## src/rtl/xor_parity_rx.sv

```systemverilog
// rtl/xor_parity_rx.sv - serial frame receiver with XOR parity and stop-bit checking
module xor_parity_rx #(
  parameter int DATA_W = 8,
  parameter int ODD    = 0
) (
  input  logic              clk,
  input  logic              rst,
  input  logic              rx_bit,
  input  logic              rx_valid,
  output logic [DATA_W-1:0] data_out,
  output logic              data_valid,
  output logic              parity_err,
  output logic              frame_err,
  output logic              busy
);

  localparam int CNT_W = $clog2(DATA_W + 1);
  localparam logic [CNT_W-1:0] LAST_IDX = CNT_W'(DATA_W - 1);
  localparam logic ODD_BIT = (ODD != 0);

  typedef enum logic [1:0] {
    S_IDLE   = 2'd0,
    S_DATA   = 2'd1,
    S_PARITY = 2'd2,
    S_STOP   = 2'd3
  } state_t;

  state_t              r_state;
  state_t              w_state_nxt;
  logic [CNT_W-1:0]    r_cnt;
  logic [DATA_W-1:0]   r_shift;
  logic                r_acc;
  logic                r_perr_q;
  logic [DATA_W-1:0]   r_data_out;
  logic                r_data_valid;
  logic                r_parity_err;
  logic                r_frame_err;
  logic                w_perr;

  assign w_perr = (r_acc ^ rx_bit) ^ ODD_BIT;

  always_ff @(posedge clk) begin
    if (rst) begin
      r_state <= S_IDLE;
    end else begin
      r_state <= w_state_nxt;
    end
  end

  always_comb begin
    w_state_nxt = r_state;
    if (rx_valid) begin
      case (r_state)
        S_IDLE:   if (!rx_bit) w_state_nxt = S_DATA;
        S_DATA:   if (r_cnt == LAST_IDX) w_state_nxt = S_PARITY;
        S_PARITY: w_state_nxt = S_STOP;
        S_STOP:   w_state_nxt = S_IDLE;
        default:  w_state_nxt = S_IDLE;
      endcase
    end
  end

  always_comb begin
    busy = (r_state != S_IDLE);
  end

  // Datapath and registered result pulses; pulses default low every cycle.
  always_ff @(posedge clk) begin
    if (rst) begin
      r_cnt        <= '0;
      r_shift      <= '0;
      r_acc        <= 1'b0;
      r_perr_q     <= 1'b0;
      r_data_out   <= '0;
      r_data_valid <= 1'b0;
      r_parity_err <= 1'b0;
      r_frame_err  <= 1'b0;
    end else begin
      r_data_valid <= 1'b0;
      r_parity_err <= 1'b0;
      r_frame_err  <= 1'b0;
      if (rx_valid) begin
        case (r_state)
          S_IDLE: begin
            if (!rx_bit) begin
              r_cnt <= '0;
              r_acc <= 1'b0;
            end
          end
          S_DATA: begin
            for (int i = 0; i < DATA_W; i++) begin
              if (r_cnt == CNT_W'(i)) r_shift[i] <= rx_bit;
            end
            r_acc <= r_acc ^ rx_bit;
            r_cnt <= r_cnt + 1'b1;
          end
          S_PARITY: r_perr_q <= w_perr;
          S_STOP: begin
            if (rx_bit) begin
              r_data_out   <= r_shift;
              r_data_valid <= 1'b1;
              r_parity_err <= r_perr_q;
            end else begin
              r_frame_err  <= 1'b1;
            end
          end
          default: ;
        endcase
      end
    end
  end

  assign data_out   = r_data_out;
  assign data_valid = r_data_valid;
  assign parity_err = r_parity_err;
  assign frame_err  = r_frame_err;

endmodule

```

## config.mk

```make
export PLATFORM = sky130hd
export DESIGN_NAME = xor_parity_rx
export DESIGN_NICKNAME = d
export VERILOG_FILES = /design/src/rtl/xor_parity_rx.sv
export SDC_FILE = /design/constraint.sdc
export NUM_CORES = 1
export LEC_CHECK = 0
export ABC_AREA = 1
export CORE_MARGIN = 2
export CORE_UTILIZATION = 53
export DETAILED_ROUTE_END_ITERATION = 8
export GPL_ROUTABILITY_DRIVEN = 0
export PLACE_DENSITY = 0.73
export SETUP_SLACK_MARGIN = 0.15
export SYNTH_ARGS = -nofsm -noshare
export SYNTH_HDL_FRONTEND = slang
export SYNTH_SLANG_ARGS = --single-unit
```

## constraint.sdc

```tcl
create_clock -name clk -period 1.4 [get_ports clk]
set_input_delay 0.21 -clock clk [delete_from_list [all_inputs] [get_ports clk]]
set_output_delay 0.21 -clock clk [all_outputs]
set_load 0.02 [all_outputs]
```

==> summary.md <==
| Metric | Value |
|---|---|
| Final std cells w/o fill | about 240 |
| Hold path depth | 2 |
| Router iterations before antenna repair | 4 |
| Max Slew Vio Count | 0 |
| Largest net degree at the start of global routing | 17 |
| RSZ-0062 raised after global routing | yes |
| Maxcap violations | 0 |
| Lkg Pwr | 0.719 nW |
| Final Hold Vio Count | 0 |
| Post-route setup slack | -0.00711 ns |
| Clock Tree Root | clkbuf_4 |
| Most common cell in the netlist | nand2_1 |
| Core Area | 0.00223 sq mm |
| FMAX | 0.711 GHz |
| Hold WC Path Type | flip-flop to flip-flop |
| YS warnings | 0 |
| DP Worst Slack | -0.0762 ns |
| Pwr dens | between 800 and 900 mW/mm^2 |
| PortBufs | 15 |
| Asr flop ratio synth | 0% |
| CP max stage cell | dfxtp_2 |
| Sw Ratio | 31.0% |
| CTS max path bufs | 2 |
| Initial DRC count | 54 |
| Status | finished, violations left |
| First-pass GRT wire length | 5160 um |
| Tcrit/Tclk final | 101% |
| Routed len/inst | between 10 and 15 um |
| Post-synth top flop | dfxtp_1 |
| Top cells by area, synth | dfxtp_1 43%, nand2_1 9.3%, ha_1 9.0% |
| CTS Buf Count | 3 |
| Top cell type's share of synthesized area | roughly 43% |
| Vias in the first global route | 1180 |
| Number of synthesized flops with an enable pin | 0 |
| CP Buf/Inv Count | 4 |
| Crit path arrival time | ~1.7 ns |
| Die outline width | 52.6 um |
| Largest area contributor in the netlist | dfxtp_1 |
| Total clock sinks | 27 |
| Synth unique cells | 16 |
| Post-cts hold buffer count | 0 |
| Starting Density | 56.1% |
| Nature of the critical path endpoint | flip-flop |
| # H-tree levels | 1 |
| Critical path class | flip-flop to flip-flop |
| R2R cell count | 9 |
| CTS tree | built |
| Int Pwr | 0.00112 W |
| Crit path top cell by count | buf_6 |
| NumNets Final | 224 |
| Most frequent cells after synthesis | 31 x nand2_1, 27 x dfxtp_1, 27 x nor2_1 |
| Floorplan die height | 52.6 um |
| Mean Syn Cell Area | about 7.2 sq um |
| Mapped Nets | between 150 and 200 |
| Comb pwr share | 29.0% |
| HPWL after detailed placement | 1860 um |
| Flop2flop setup slack | -0.007 ns |
| Antenna violations before repair | 0 |
| Maximum vdd drop | 702 uV |
| Worst Skew | 0.00973 ns |
| Setup TNS | -0.00734 ns |
| Final wirelength | 3230 um |
| CP cell instances | buf_4 > buf_6 > ha_4 > nand2_2 > inv_4 > buf_6 > nand3_1 > nand2_1 > a21oi_1 |
| Synthesized instance count | approximately 170 |
| DR vias | between 1k and 1.5k |
| # IOs | 16 |
| Min Tclk post-route | 1.41 ns |
| Crit path max fanout | 8 |
| Setup-failing EPs final | 2 |
| Clock power frac | 21.5% |
| Max transition margin | 57.9% |
| Startpoint types | flip-flop |
| Clock latency on the worst-skew pair | 0.33 ns |
| Max incr delay on CP | 0.36 ns |
| Mapped Area | 0.00125 sq mm |
| All-Layer GR Usage | 25.2% |
| FF+latch count, synth | 27 |
| Antenna cells | 0 |
| Routed vias/inst | 5.39 |
| Worst-path clk slew | 0.15 ns |
| Required @ worst endpoint | 1.64 ns |
| Placed insts | 224 |
| Failing checks | setup timing |
| Die area | 0.00277 sq mm |
| ANT nets after route | 0 |
| Sequential share of power | 49.5% |
| Proportion of layout cells with a drive suffix above 1 | roughly 34% |
| Grt ovf | 0 |
| Psw | 0.000503 W |
| Area Growth Syn to Fin | 48.3% |
| Worst-Margin Slew | 0.629 ns |
| # rows | 17 |
| Critical path depth | 9 |
| Sequential fraction of the synthesis area | 43.1% |
| # DRC | 0 |
| Crit-path leading delay family | buffers and inverters |
[stage by stage]
step	total power, W	util (%)	cell area, sq um	hold WS, ns
detailed placement	0.00110	68.3	1530	0.434
floorplan	0.000982	-	1260	0.328
global route	0.00170	83.2	1860	0.466
CTS	0.00154	77.8	1740	0.453
finish	0.00162	83.2	1860	0.451
global placement	0.00109	68.3	1530	0.429
[cells by family after synthesis]
kind of cell    after synthesis  synth area share [%]
fa+ha+maj                     9                  8.98
buf+inv                      29                  9.48
simple gates                 78                  25.9
flops                        27                  43.1
xor+xnor                      1                 0.699
compound gates               29                  11.8
[what timing repair did]
action,CTS,global route
resized for setup,55,43
pin swaps,9,8
setup endpoints to repair,29,33
setup buffers,5,3
gates cloned,2,0
[final cells by class]
type	instances	area [sq um]
flip-flops and latches	27	544
inverters	24	97.6
well taps	28	35.0
multi-input cells	117	795
clock inverters	1	7.51
clock buffers	3	22.5
repair buffers	38	358
fillers	134	374
[tightest hold or removal path: cells and delay by family (launching register included)]
family | cells | cell delay, ns
AO/OA/AOI/OAI | 1 | 0.05
buffers and inverters | 1 | 0.04
flip-flops | 1 | 0.34
[power by group through the flow]
stage	Sequential, W	Clock, W	Combinational (W)
after floorplan	0.000821	0	0.000161
after detailed placement	0.000815	0	0.000283
after CTS	0.000800	0.000351	0.000390
after global placement	0.000813	0	0.000272
final	0.000802	0.000348	0.000470
after global routing	0.000804	0.000386	0.000509
[flip-flops by register name, summed over array words and instances (netlist names)]
signal	cells
data_out	8
data_valid	1
frame_err	1
parity_err	1
r_acc	1
r_cnt	4
r_perr_q	1
r_shift	8
r_state	2
[layer usage]
metal | part of all wire (%) | global-route usage (%) | vias to the layer above
met5 | 0 | 0 | -
met4 | 2.0 | 12.0 | 0
met3 | 3.9 | 3.43 | 10
met2 | 52 | 44.8 | 35
met1 | 42 | 29.3 | 609
li1 | - | - | 628
[path summary, 6_finish.rpt]
kind / startpoint / endpoint
worst max-delay path: r_state[0] / r_shift[0]
worst min-delay path: data_out[1] / data_out[1]
worst max register to register: r_state[0] / r_shift[0]
worst min register to register: data_out[1] / data_out[1]
[placed cells by master (no fill, tap or decap), types with 7 or more instances in the layout]
cell type / Yosys / routed
nor2_1: 27 / 19
buf_6: 1 / 9
dfxtp_1: 27 / 24
inv_1: 24 / 18
clkdlybuf4s15_1: 0 / 7
nand2_1: 31 / 27
buf_4: 0 / 14
o21ai_2: 0 / 7
a21oi_1: 18 / 16
(Power assumes the default switching activity.)
